File: config.mk
export PLATFORM = sky130hd
export DESIGN_NAME = word_serializer
export DESIGN_NICKNAME = d
export VERILOG_FILES = /design/src/rtl/ser_pkg.sv /design/src/rtl/word_serializer.sv
export SDC_FILE = /design/constraint.sdc
export NUM_CORES = 1
export LEC_CHECK = 0
export CORE_ASPECT_RATIO = 0.9
export CORE_MARGIN = 2
export CORE_UTILIZATION = 53
export CTS_CLUSTER_DIAMETER = 80
export DETAILED_ROUTE_END_ITERATION = 10
export PLACE_DENSITY = 0.9
export SLEW_MARGIN = 25
export SYNTH_ARGS = -nofsm -noshare
export SYNTH_HDL_FRONTEND = slang
export SYNTH_SLANG_ARGS = --single-unit
export TNS_END_PERCENT = 1
File: constraint.sdc
create_clock -name clk_i -period 3.48 [get_ports clk_i]
set_input_delay 1.044 -clock clk_i [delete_from_list [all_inputs] [get_ports clk_i]]
set_output_delay 1.044 -clock clk_i [all_outputs]
set_load 0.01 [all_outputs]
File: src/rtl/ser_pkg.sv
// Shared definitions for the serial link: default word width, minimum legal
// bit count and the transmitter FSM state type.
package ser_pkg;

  localparam int DATA_W_DEF = 16;
  localparam int MIN_MOD    = 3;

  typedef enum logic {
    IDLE = 1'b0,
    SEND = 1'b1
  } state_t;

endpackage

File: src/rtl/word_serializer.sv
// Parallel-to-serial converter feeding the 16-bit deserializer.
// A request captures a word and a bit count; the selected bits then leave one
// per clock on ser_data_o/ser_data_val_o while busy_o holds off the source.
// Optional build macro: WORD_SERIALIZER_LSB_FIRST_EN selects LSB-first order
// (default is MSB-first).
module word_serializer
  import ser_pkg::*;
#(
  parameter int DATA_W = DATA_W_DEF,
  parameter int MOD_W  = $clog2(DATA_W)
) (
  input  logic              clk_i,
  input  logic              srst_n_i,
  input  logic [DATA_W-1:0] data_i,
  input  logic [MOD_W-1:0]  data_mod_i,
  input  logic              data_val_i,
  output logic              ser_data_o,
  output logic              ser_data_val_o,
  output logic              busy_o
);

  // One extra bit so a full DATA_W count fits without wrapping.
  localparam int CNT_W = MOD_W + 1;

  state_t            state_r, state_s;
  logic [DATA_W-1:0] shreg_r, shreg_s;
  logic [CNT_W-1:0]  cnt_r, cnt_s;
  logic [CNT_W-1:0]  len_s;
  logic              mod_ok_s;
  logic              accept_s;
  logic              ser_data_r, ser_data_s;
  logic              ser_val_r, ser_val_s;
  logic              busy_r, busy_s;

  // Bit that leaves the word next.
  function automatic logic tap_bit(input logic [DATA_W-1:0] w);
`ifdef WORD_SERIALIZER_LSB_FIRST_EN
    return w[0];
`else
    return w[DATA_W-1];
`endif
  endfunction

  // Word after the tapped bit has been consumed.
  function automatic logic [DATA_W-1:0] shift_word(input logic [DATA_W-1:0] w);
`ifdef WORD_SERIALIZER_LSB_FIRST_EN
    return {1'b0, w[DATA_W-1:1]};
`else
    return {w[DATA_W-2:0], 1'b0};
`endif
  endfunction

  // Decode the requested length; counts 1 and 2 are rejected, 0 means a full word.
  always_comb begin
    len_s    = {1'b0, data_mod_i};
    mod_ok_s = 1'b0;
    if (data_mod_i == {MOD_W{1'b0}}) begin
      len_s    = CNT_W'(DATA_W);
      mod_ok_s = 1'b1;
    end else begin
      mod_ok_s = ({1'b0, data_mod_i} >= CNT_W'(MIN_MOD));
    end
    accept_s = data_val_i & ~busy_r & mod_ok_s;
  end

  // Next-state and next-output logic; the first bit is driven straight from
  // data_i so it appears in the cycle right after acceptance.
  always_comb begin
    state_s    = state_r;
    shreg_s    = shreg_r;
    cnt_s      = cnt_r;
    ser_data_s = 1'b0;
    ser_val_s  = 1'b0;
    busy_s     = 1'b0;
    case (state_r)
      IDLE: begin
        if (accept_s) begin
          state_s    = SEND;
          ser_data_s = tap_bit(data_i);
          shreg_s    = shift_word(data_i);
          cnt_s      = len_s - CNT_W'(1);
          ser_val_s  = 1'b1;
          busy_s     = 1'b1;
        end else begin
          state_s = IDLE;
        end
      end
      SEND: begin
        // cnt_r counts bits still to drive after the one currently on the line.
        if (cnt_r != {CNT_W{1'b0}}) begin
          ser_data_s = tap_bit(shreg_r);
          shreg_s    = shift_word(shreg_r);
          cnt_s      = cnt_r - CNT_W'(1);
          ser_val_s  = 1'b1;
          busy_s     = 1'b1;
        end else begin
          state_s = IDLE;
        end
      end
      default: begin
        state_s = IDLE;
      end
    endcase
  end

  // State, datapath and output registers with synchronous active-low reset.
  always_ff @(posedge clk_i) begin
    if (!srst_n_i) begin
      state_r    <= IDLE;
      shreg_r    <= {DATA_W{1'b0}};
      cnt_r      <= {CNT_W{1'b0}};
      ser_data_r <= 1'b0;
      ser_val_r  <= 1'b0;
      busy_r     <= 1'b0;
    end else begin
      state_r    <= state_s;
      shreg_r    <= shreg_s;
      cnt_r      <= cnt_s;
      ser_data_r <= ser_data_s;
      ser_val_r  <= ser_val_s;
      busy_r     <= busy_s;
    end
  end

  assign ser_data_o     = ser_data_r;
  assign ser_data_val_o = ser_val_r;
  assign busy_o         = busy_r;

endmodule

==> results.json <==
{
  "die_h_microns": 49.7,
  "syn-num-nets": 157,
  "synth_area_leaders": "dfxtp_1, mux2i_1, a211oi_2",
  "hold_path_class": "reg -> reg",
  "fmax_ghz": 0.353,
  "tightest_slew_ps": 806,
  "yosys_warnings": 0,
  "grt_pass1_wl_microns": 4660,
  "total_leakage_power_nw": 0.515,
  "reg2reg_from": "busy_o",
  "post_cts_resized": 0,
  "synth_area_sq_mm": 0.00123,
  "r2r-end": "cnt_r[1]",
  "drt_iter0_markers": 23,
  "yosys.area.top_type": "dfxtp_1",
  "crit_chain": "clkdlybuf4s50_1, mux2i_1, ha_1, or3_1, a2111oi_0, o22ai_1, a21oi_1",
  "antenna_found_initial": 0,
  "post_cts_buffers": 0,
  "hpwl_microns": 1990,
  "ir_worst_vdd_v": 0.000307,
  "syn_area_per_cell_sq_um": 9.25,
  "min_period_over_period_pct": 81.5,
  "crit_slowest_cell": "clkdlybuf4s50_1",
  "rows": 16,
  "setup_violations": 0,
  "pin_count": 26,
  "drive_gt1_share_pct": 11.2,
  "syn_to_final_growth_pct": 22.4,
  "core_sq_mm": 0.00218,
  "clk_pin_slew_ps": 110,
  "dp.cells": 175,
  "hold_buffers": 0,
  "ff2ff_path_depth": 3,
  "via_count": 1102,
  "num_antenna_cells": 0,
  "port_buffers": 25,
  "crit_arrival_ps": 3080,
  "drv_slew": 0,
  "start_util_pct": 56.4,
  "rsz0062_at_grt": "false",
  "netlist_instances": 133,
  "whs_path_depth": 2,
  "relSlewSlack_pct": 46.2,
  "grt_pass1_vias": 1049,
  "clk-insertion-delay-late_ps": 310,
  "final_common_cell": "clkdlybuf4s50_1",
  "cpPeakStageDelay_ps": 580,
  "period_needed_ps": 2840,
  "ys_seq_elements": 22,
  "cp-end-kind": "flip-flop",
  "crit_required_ps": 3720,
  "vias_per_cell": 6.16,
  "numCtsBuffers": 3,
  "htreeDepth": 1,
  "clk_path_buf_depth": 2,
  "fill_cells": 169,
  "regToRegSetupSlack_ps": 980,
  "die_area_sq_mm": 0.00272,
  "cts_tree": "built",
  "root_buffer": "clkbuf_4",
  "finalSetupTns_ps": 0,
  "powerDensity_mw_per_mm2": 442,
  "status": "finished, final reports clean",
  "cts_sinks": 22,
  "place_congestion": 0.838,
  "ant_nets": 0,
  "drt_first_pass_iters": 4,
  "startpoint_type": "input pin",
  "totalWireLength_microns": 2750,
  "critPathCapture": "cnt_r[4]",
  "finalHoldViolCount": 0,
  "timing.critical_path.from": "data_mod_i[0]",
  "grt_use_total_pct": 23.3,
  "drv_cap": 0,
  "min-delay-start": "shreg_r[1]",
  "crit_type": "in -> reg",
  "grt.overflow.total": 0,
  "remaining_drc_errors": 0,
  "final_cell_mix": "clkdlybuf4s50_1, dfxtp_1, nor3_1",
  "synth.distinct_cells": 38,
  "final_cell_count_no_fill": 179,
  "nets": 177,
  "ys_seq_area_share_pct": 35.8,
  "crit_fanout": 7,
  "avgRoutedWirePerCell_microns": 15.4,
  "fp.dieW_microns": 54.8,
  "yosysTopAreaCellShare_pct": 35.8,
  "grt_max_degree": 22,
  "fin_skew_ps": 7.92
}
==> stage by stage <==
stage | hold slack, ps | util [%] | total power, mW | setup slack, ps | area, sq um
floorplan | 461 | - | 0.473 | 1090 | 1230
global placement | 475 | 67.3 | 0.521 | 425 | 1470
detailed placement | 498 | 67.3 | 0.532 | 346 | 1470
CTS | 517 | 69.0 | 0.669 | 678 | 1510
global route | 538 | 69.0 | 0.707 | 474 | 1510
finish | 521 | 69.0 | 0.666 | 643 | 1510
==> report_power, final <==
group | internal (mW) | switching, mW | leakage [nW] | total, mW
Combinational | 0.103 | 0.105 | 0.312 | 0.208
Clock | 0.0640 | 0.0765 | 0.0210 | 0.141
Sequential | 0.287 | 0.0301 | 0.182 | 0.317
Total | 0.454 | 0.212 | 0.515 | 0.666
==> per-layer routing <==
metal  GRT usage [%]  share of wire, %
met1            31.6                41
met2            37.3                51
met3            5.45               6.9
met4            4.17              0.69
met5               0                 0
==> area by class of cell <==
| class | count | area [sq um] | area share [%] |
|---|---|---|---|
| clock buffers | 4 | 36.3 | 2.41 |
| well taps | 27 | 33.8 | 2.24 |
| flip-flops and latches | 22 | 440 | 29.3 |
| repair buffers | 28 | 273 | 18.1 |
| inverters | 5 | 18.8 | 1.25 |
| multi-input cells | 93 | 703 | 46.7 |
==> kinds of logic (layout without fill, tap and decap cells) <==
logic type | Yosys count | after routing | share of synthesized area (%)
xor gates and xnor gates | 1 | 1 | 0.712
adders and majority gates | 1 | 1 | 1.02
muxes | 16 | 16 | 13.0
DFF | 22 | 22 | 35.8
AOI/OAI and AO/OA | 38 | 38 | 26.7
buffers and inverters | 18 | 37 | 7.02
and+or+nand+nor | 37 | 37 | 15.8
==> cell usage after synthesis <==
| cell | number |
|---|---|
| dfxtp_1 | 22 |
| nor3_1 | 17 |
| mux2i_1 | 16 |
| a211oi_2 | 10 |
| clkbuf_1 | 8 |
| a211oi_1 | 6 |
| a21oi_1 | 5 |
| inv_1 | 5 |
| nor2_1 | 4 |
| nand2_1 | 3 |
| a22oi_1 | 2 |
| buf_1 | 2 |
| buf_6 | 2 |
| nand3_1 | 2 |
| nor2b_1 | 2 |
| o21ai_0 | 2 |
| o311ai_0 | 2 |
| o31a_1 | 2 |
| or3_1 | 2 |
| a2111o_1 | 1 |
| a2111oi_0 | 1 |
| a31oi_1 | 1 |
| a41oi_1 | 1 |
| and2_1 | 1 |
| buf_4 | 1 |
| ha_1 | 1 |
| nand2b_1 | 1 |
| nand3b_1 | 1 |
| nand4_1 | 1 |
| nor4_1 | 1 |
| nor4b_1 | 1 |
| o211ai_1 | 1 |
| o21a_1 | 1 |
| o22ai_1 | 1 |
| o31ai_1 | 1 |
| o32ai_1 | 1 |
| or2_1 | 1 |
| xnor2_1 | 1 |
==> worst max-delay path, delay by kind of cell <==
kind	cells	cell delay [ps]
AOI/OAI and AO/OA	3	670
buffers and inverters	1	580
and+or+nand+nor	1	320
adders and majority gates	1	310
muxes	1	150
==> worst min-delay path by stage <==
stage | end | slack, ps
5_1_grt | cnt_r[4] | 540
6_report | shreg_r[1] | 520
3_5_place_dp | shreg_r[1] | 500
4_1_cts | shreg_r[1] | 520
2_1_floorplan | shreg_r[1] | 460
3_3_place_gp | shreg_r[1] | 470
==> state kept, by name, summed over array words and instances, names as in the netlist <==
| signal | count |
|---|---|
| busy_o | 1 |
| ser_data_o | 1 |
| shreg_r | 15 |
| cnt_r | 5 |
Power figures use the tool's default switching activity.
